==> config.mk <==
export PLATFORM = sky130hd
export DESIGN_NAME = conv1_mac_sequencer_flat
export DESIGN_NICKNAME = d
export VERILOG_FILES = /design/src/rtl/conv1_mac_sequencer_if.sv /design/src/rtl/conv1_mac_sequencer.sv /design/src/flat_wrapper.sv
export SDC_FILE = /design/constraint.sdc
export NUM_CORES = 1
export LEC_CHECK = 0
export ABC_CLOCK_PERIOD_IN_PS = 2600
export CAP_MARGIN = 40
export CORE_ASPECT_RATIO = 2
export CORE_MARGIN = 1
export CORE_UTILIZATION = 25
export DETAILED_ROUTE_END_ITERATION = 8
export MAX_ROUTING_LAYER = met4
export PLACE_DENSITY = 0.52
export SYNTH_ARGS = -nofsm -noshare
export SYNTH_HDL_FRONTEND = slang
export SYNTH_SLANG_ARGS = --single-unit
==> constraint.sdc <==
create_clock -name ap_clk -period 2.6 [get_ports ap_clk]
set_input_delay 0.65 -clock ap_clk [delete_from_list [all_inputs] [get_ports ap_clk]]
set_output_delay 0.65 -clock ap_clk [all_outputs]
set_load 0.005 [all_outputs]
==> src/rtl/conv1_mac_sequencer_if.sv <==
// Tap stream, result stream and external multiplier hookup for one conv1 lane.
// "slave" is the sequencer side; "master" is the feeding/consuming environment.
interface conv1_mac_sequencer_if;
    logic               tap_valid;
    logic               tap_ready;
    logic signed [13:0] tap_a;
    logic signed [6:0]  tap_w;
    logic signed [13:0] mul_din0;
    logic signed [6:0]  mul_din1;
    logic signed [20:0] mul_dout;
    logic               out_valid;
    logic               out_ready;
    logic signed [13:0] out_data;

    modport master (
        output tap_valid, tap_a, tap_w, out_ready, mul_dout,
        input  tap_ready, out_valid, out_data, mul_din0, mul_din1
    );

    modport slave (
        input  tap_valid, tap_a, tap_w, out_ready, mul_dout,
        output tap_ready, out_valid, out_data, mul_din0, mul_din1
    );
endinterface

==> src/rtl/conv1_mac_sequencer.sv <==
// One conv1 output-channel lane: streams TAPS products through a shared external
// multiplier, accumulates onto a rounded bias, then shifts, ReLUs and saturates.
module conv1_mac_sequencer #(
    parameter int unsigned TAPS      = 25,
    parameter int unsigned ACC_WIDTH = 26,
    parameter int unsigned SHIFT     = 6,
    parameter bit          RELU      = 1'b1
) (
    input  logic               ap_clk,
    input  logic               ap_rst_n,
    input  logic               ap_start,
    output logic               ap_idle,
    output logic               ap_ready,
    output logic               ap_done,
    input  logic signed [13:0] bias,
    conv1_mac_sequencer_if.slave bus
);
    localparam int unsigned CNT_W = $clog2(TAPS);
    localparam logic signed [ACC_WIDTH-1:0] SAT_MAX = ACC_WIDTH'(8191);
    localparam logic signed [ACC_WIDTH-1:0] SAT_MIN = ACC_WIDTH'(-8192);
    localparam logic signed [ACC_WIDTH-1:0] ROUND   = ACC_WIDTH'(1) << (SHIFT - 1);

    typedef enum logic [1:0] {S_IDLE, S_RUN, S_DRAIN, S_OUT} state_t;

    state_t                      r_state;
    state_t                      w_next;
    logic [CNT_W-1:0]            r_cnt;
    logic signed [ACC_WIDTH-1:0] r_acc;
    logic signed [20:0]          r_prod;
    logic                        r_prod_vld;
    logic signed [13:0]          r_out_data;
    logic                        r_out_valid;

    logic                        w_fire;
    logic                        w_last;
    logic signed [ACC_WIDTH-1:0] w_bias_ext;
    logic signed [ACC_WIDTH-1:0] w_acc_init;
    logic signed [ACC_WIDTH-1:0] w_prod_ext;
    logic signed [ACC_WIDTH-1:0] w_final;
    logic signed [ACC_WIDTH-1:0] w_shift;
    logic signed [ACC_WIDTH-1:0] w_relu;
    logic signed [13:0]          w_sat;

    assign w_fire     = (r_state == S_RUN) && bus.tap_valid;
    assign w_last     = (r_cnt == CNT_W'(TAPS - 1));
    assign w_bias_ext = {{(ACC_WIDTH-14){bias[13]}}, bias};
    assign w_acc_init = (w_bias_ext <<< SHIFT) + ROUND;
    assign w_prod_ext = {{(ACC_WIDTH-21){r_prod[20]}}, r_prod};

    // The last product is still in r_prod when DRAIN starts, so fold it in here.
    assign w_final = r_acc + w_prod_ext;
    assign w_shift = w_final >>> SHIFT;
    assign w_relu  = (RELU && w_shift[ACC_WIDTH-1]) ? '0 : w_shift;

    always_comb begin
        w_sat = w_relu[13:0];
        if (w_relu > SAT_MAX)      w_sat = 14'h1FFF;
        else if (w_relu < SAT_MIN) w_sat = 14'h2000;
    end

    assign bus.mul_din0  = w_fire ? bus.tap_a : '0;
    assign bus.mul_din1  = w_fire ? bus.tap_w : '0;
    assign bus.out_valid = r_out_valid;
    assign bus.out_data  = r_out_data;

    always_ff @(posedge ap_clk or negedge ap_rst_n) begin
        if (!ap_rst_n) r_state <= S_IDLE;
        else           r_state <= w_next;
    end

    always_comb begin
        w_next        = r_state;
        ap_idle       = 1'b0;
        ap_ready      = 1'b0;
        ap_done       = 1'b0;
        bus.tap_ready = 1'b0;
        case (r_state)
            S_IDLE: begin
                ap_idle = 1'b1;
                if (ap_start) w_next = S_RUN;
            end
            S_RUN: begin
                bus.tap_ready = 1'b1;
                if (w_fire && w_last) begin
                    ap_ready = 1'b1;
                    w_next   = S_DRAIN;
                end
            end
            S_DRAIN: w_next = S_OUT;
            S_OUT: begin
                if (bus.out_ready) begin
                    ap_done = 1'b1;
                    w_next  = S_IDLE;
                end
            end
            default: w_next = S_IDLE;
        endcase
    end

    always_ff @(posedge ap_clk or negedge ap_rst_n) begin
        if (!ap_rst_n) begin
            r_cnt       <= '0;
            r_acc       <= '0;
            r_prod      <= '0;
            r_prod_vld  <= 1'b0;
            r_out_data  <= '0;
            r_out_valid <= 1'b0;
        end else begin
            case (r_state)
                S_IDLE: begin
                    r_prod_vld <= 1'b0;
                    if (ap_start) begin
                        r_acc <= w_acc_init;
                        r_cnt <= '0;
                    end
                end
                S_RUN: begin
                    // One-cycle product pipeline: a bubble leaves r_prod_vld low and adds nothing.
                    if (r_prod_vld) r_acc <= r_acc + w_prod_ext;
                    r_prod_vld <= w_fire;
                    if (w_fire) begin
                        r_prod <= bus.mul_dout;
                        r_cnt  <= r_cnt + CNT_W'(1);
                    end
                end
                S_DRAIN: begin
                    r_prod_vld  <= 1'b0;
                    r_out_data  <= w_sat;
                    r_out_valid <= 1'b1;
                end
                S_OUT: begin
                    if (bus.out_ready) r_out_valid <= 1'b0;
                end
                default: r_prod_vld <= 1'b0;
            endcase
        end
    end
endmodule
==> src/flat_wrapper.sv <==
// flat-port wrapper written by rule: the top's interface ports become plain ports
module conv1_mac_sequencer_flat 
#(
    parameter int unsigned TAPS      = 25,
    parameter int unsigned ACC_WIDTH = 26,
    parameter int unsigned SHIFT     = 6,
    parameter bit          RELU      = 1'b1
)
  (ap_clk, ap_rst_n, ap_start, ap_idle, ap_ready, ap_done, bias, bus_tap_valid, bus_tap_a, bus_tap_w, bus_out_ready, bus_mul_dout, bus_tap_ready, bus_out_valid, bus_out_data, bus_mul_din0, bus_mul_din1);
  conv1_mac_sequencer_if bus_i ();
  input  logic ap_clk;
  input  logic ap_rst_n;
  input  logic ap_start;
  output logic ap_idle;
  output logic ap_ready;
  output logic ap_done;
  input  logic signed [13:0] bias;
  input wire logic [$bits(bus_i.tap_valid)-1:0] bus_tap_valid;
  input wire logic [$bits(bus_i.tap_a)-1:0] bus_tap_a;
  input wire logic [$bits(bus_i.tap_w)-1:0] bus_tap_w;
  input wire logic [$bits(bus_i.out_ready)-1:0] bus_out_ready;
  input wire logic [$bits(bus_i.mul_dout)-1:0] bus_mul_dout;
  output wire logic [$bits(bus_i.tap_ready)-1:0] bus_tap_ready;
  output wire logic [$bits(bus_i.out_valid)-1:0] bus_out_valid;
  output wire logic [$bits(bus_i.out_data)-1:0] bus_out_data;
  output wire logic [$bits(bus_i.mul_din0)-1:0] bus_mul_din0;
  output wire logic [$bits(bus_i.mul_din1)-1:0] bus_mul_din1;
  assign bus_i.tap_valid = bus_tap_valid;
  assign bus_i.tap_a = bus_tap_a;
  assign bus_i.tap_w = bus_tap_w;
  assign bus_i.out_ready = bus_out_ready;
  assign bus_i.mul_dout = bus_mul_dout;
  assign bus_tap_ready = bus_i.tap_ready;
  assign bus_out_valid = bus_i.out_valid;
  assign bus_out_data = bus_i.out_data;
  assign bus_mul_din0 = bus_i.mul_din0;
  assign bus_mul_din1 = bus_i.mul_din1;
  conv1_mac_sequencer #(.TAPS(TAPS), .ACC_WIDTH(ACC_WIDTH), .SHIFT(SHIFT), .RELU(RELU)) u_core (.ap_clk(ap_clk), .ap_rst_n(ap_rst_n), .ap_start(ap_start), .ap_idle(ap_idle), .ap_ready(ap_ready), .ap_done(ap_done), .bias(bias), .bus(bus_i));
endmodule
==> impl_metrics.yaml <==
min_path:
  hp-class: "in -> async"
finish:
  fin_util_pct: 39.80
  fin_cells: 869
  drive_gt1_share_pct: 29.56
  fin_area_sq_mm: 0.007320
  diodes: 0
  fillers: 1785
  synthToLayoutAreaGrowth_pct: 55.25
  nets: 742
run:
  cap_violations: 0
yosys:
  syn_avg_cell_area_sq_um: 9.967
  ys_ff_latch: 70
  synth_common_cells: "dfrtp_1, nand2_1, a21oi_1, ha_1, o21ai_0"
  synth_warnings: 0
  yosys.cell_count.top_type: "dfrtp_1"
  synth.largest_area_cell: "dfrtp_1"
  synth-edff-count: 0
  synthFlopType: "dfrtp_1"
  postSynthCellCount: 473
  ys_types: 71
  yosysTopAreaCellShare_pct: 37.15
  synth_area_sq_mm: 0.004715
  synthArstFlopShare_pct: 100.0
  syn-num-nets: 567
  synth.area.top_cells: "dfrtp_1, ha_1, mux2_2"
  ys_seq_area_share_pct: 37.15
cts:
  clk_latency_ns: 0.34
  path_clk_slew_ns: 0.06
  clk_path_buf_depth: 2
  cts-htree-levels: 3
  cts_sinks: 70
  root_buffer: "clkbuf_16"
  tritoncts: "built"
  numCtsBuffers: 9
timing:
  finClkSkew_ns: 0.004295
  max_clock_freq_mhz: 341.2
  finalHoldViolCount: 0
  rsz0062_at_grt: "yes"
  slew_headroom_pct: 60.55
  min_period_ns: 2.931
  finalWorstSetupSlack_ns: -0.3310
  tns_ns: -4.175
  slew_violations: 0
  worstMarginPinSlew_ns: 0.5876
  post-route-period-util_pct: 112.7
  setup-violations-final: 19
worst_setup_path:
  worstSetupPathType: "reg -> reg"
  crit_path_end_kind: "register"
  r2r_slack_ns: -0.33
  arrival_ns: 3.15
  critPathLaunch: "u_core.r_acc[0]$_DFFE_PN0P_"
  critPathRequiredTime_ns: 2.82
  worstReg2RegStart: "u_core.r_acc[0]$_DFFE_PN0P_"
  ff2ff_path_depth: 13
  cp_max_fo: 7
  start_kind: "register"
  rr_endpoint: "u_core.bus.out_data[11]$_DFFE_PN0P_"
detailed_routing:
  drt_iter0_drc: 117
  wl_per_cell_um: 17.27
  vias: 4223
  drc_errors: 0
  ant_nets: 0
  wirelength_um: 15010
  drt_pass1_iterations: 4
  vias_per_cell: 4.860
power:
  total_power_uw: 12750
  intPower_uw: 7213
  vdd_drop_max_mv: 0.6194
  combPwrFrac_pct: 74.1
  clock_power_share_pct: 10.0
  power.density_mw_per_mm2: 1742
  power.switching_uw: 5537
  leakagePower_uw: 0.003319
  seqPwrFrac_pct: 15.9
  swShare_pct: 43.43
floorplan:
  start_util_pct: 25.63
  io-pin-count: 101
  die_w_um: 99.11
  core_sq_mm: 0.01839
  num_rows: 70
  die_h_um: 196.2
  die_area_sq_mm: 0.01944
grt:
  grt_max_degree: 71
  grtUsageTotal_pct: 16.41
  antenna_found_initial: 0
  overflow: 0
  grt_pass1_wl_um: 23470
  grt_pass1_vias: 4617
placement:
  dp_hpwl_um: 11290
  routabilityCongestion: 0.8659
  dp.cells: 838
  port_buffers: 100
  placed_area_sq_mm: 0.006447
status:
  outcome: "finished, violations left"
  violations: "setup timing"
==> state kept, by name, indices dropped and copies added, names as in the netlist <==
signal                flops
u_core.r_acc             26
u_core.r_prod            21
u_core.bus.out_data      14
u_core.r_cnt              5
u_core.r_state            2
u_core.bus.out_valid      1
u_core.r_prod_vld         1
==> cells in the final DEF, fill, tap and decap left out, types with 3 or more instances in the layout <==
master / netlist / layout
clkdlybuf4s50_1: 0 / 96
buf_4: 1 / 76
dfrtp_1: 70 / 68
nand2_1: 42 / 42
a21oi_1: 33 / 29
and3_1: 27 / 27
o21ai_0: 28 / 23
mux2_2: 22 / 22
ha_1: 32 / 22
nor2_1: 20 / 18
a21o_1: 14 / 14
inv_1: 14 / 12
o32a_1: 10 / 10
clkbuf_16: 0 / 10
xnor2_1: 12 / 9
mux2i_1: 9 / 9
and2b_1: 9 / 9
xor2_1: 12 / 8
ha_4: 0 / 8
nand3_1: 7 / 7
nor2b_1: 7 / 7
o21a_1: 6 / 6
o21ai_1: 2 / 6
nand4_1: 5 / 5
xor2_2: 1 / 5
buf_6: 5 / 5
xnor2_4: 0 / 4
a21oi_2: 2 / 4
a22o_1: 4 / 4
nor2_2: 1 / 3
nand2b_1: 5 / 3
a21oi_4: 1 / 3
==> area by class of cell <==
cell class	instances	area (sq um)	area share, %
Clock buffer	11	252.7	3.453
Tap cell	216	270.3	3.692
Inverter	14	52.55	0.7179
Clock inverter	5	57.56	0.7863
Timing Repair Buffer	186	1739	23.76
Multi-Input combinational cell	367	3193	43.62
Sequential cell	70	1754	23.97
==> kinds of logic (layout without fill, tap and decap cells) <==
family | after synthesis | in the layout | synth area share, %
adders and majority gates | 33 | 33 | 8.917
muxes | 31 | 31 | 7.166
AOI/OAI and AO/OA | 135 | 135 | 20.91
xor gates and xnor gates | 27 | 28 | 5.626
DFF | 70 | 70 | 37.15
buffers and inverters | 38 | 216 | 4.140
and+or+nand+nor | 139 | 140 | 16.08
==> power groups by stage <==
stage / Clock (uW) / Sequential, uW / Combinational, uW
global placement: 0 / 1980 / 7580
detailed placement: 0 / 2010 / 7660
CTS: 1310 / 2000 / 8740
finish: 1270 / 2030 / 9450
floorplan: 0 / 1900 / 4730
global route: 1350 / 2090 / 10200
==> timing repair <==
item | CTS | global route
setup endpoints to repair | 39 | 28
pin swaps | 12 | 20
hold buffers | 0 | 0
cloned | 3 | 1
setup buffers | 5 | 8
resized for setup | 28 | 39
==> per-layer routing <==
metal / vias up / part of all wire, % / global-route usage, %
li1: 2060 / - / -
met1: 2021 / 34 / 13.94
met2: 114 / 57 / 31.44
met3: 28 / 4.2 / 3.064
met4: 0 / 5.1 / 11.22
met5: - / 0 / -
==> stage by stage <==
step | worst slack (ns) | hold slack, ns
finish | -0.3310 | 0.3104
global route | -0.4412 | 0.3520
CTS | -0.3366 | 0.3415
detailed placement | -0.5284 | 0.4785
global placement | -0.4547 | 0.4680
floorplan | -0.07481 | 0.3544
==> critical path, cell delays in order, from the launching register on <==
cell and delay [ns]:
dfrtp_1 0.39, ha_2 0.20, inv_2 0.05, fa_2 0.21, nor2b_4 0.05, o31ai_4 0.33, a311oi_4 0.20, o211ai_4 0.23
a31oi_4 0.14, a21boi_2 0.21, xor2_2 0.16, buf_6 0.14, nand3b_4 0.14, o32a_1 0.35
==> worst max-delay path by stage <==
stage,cells after the start,endpoint,slack (ns)
after floorplan,12,u_core.bus.out_data[11]$_DFFE_PN0P_,-0.07
after global placement,12,u_core.bus.out_data[9]$_DFFE_PN0P_,-0.45
after detailed placement,12,u_core.bus.out_data[9]$_DFFE_PN0P_,-0.53
after CTS,14,u_core.bus.out_data[0]$_DFFE_PN0P_,-0.34
after global routing,13,u_core.bus.out_data[11]$_DFFE_PN0P_,-0.44
final,13,u_core.bus.out_data[11]$_DFFE_PN0P_,-0.33
No activity file was read; power rests on OpenSTA's default activity.
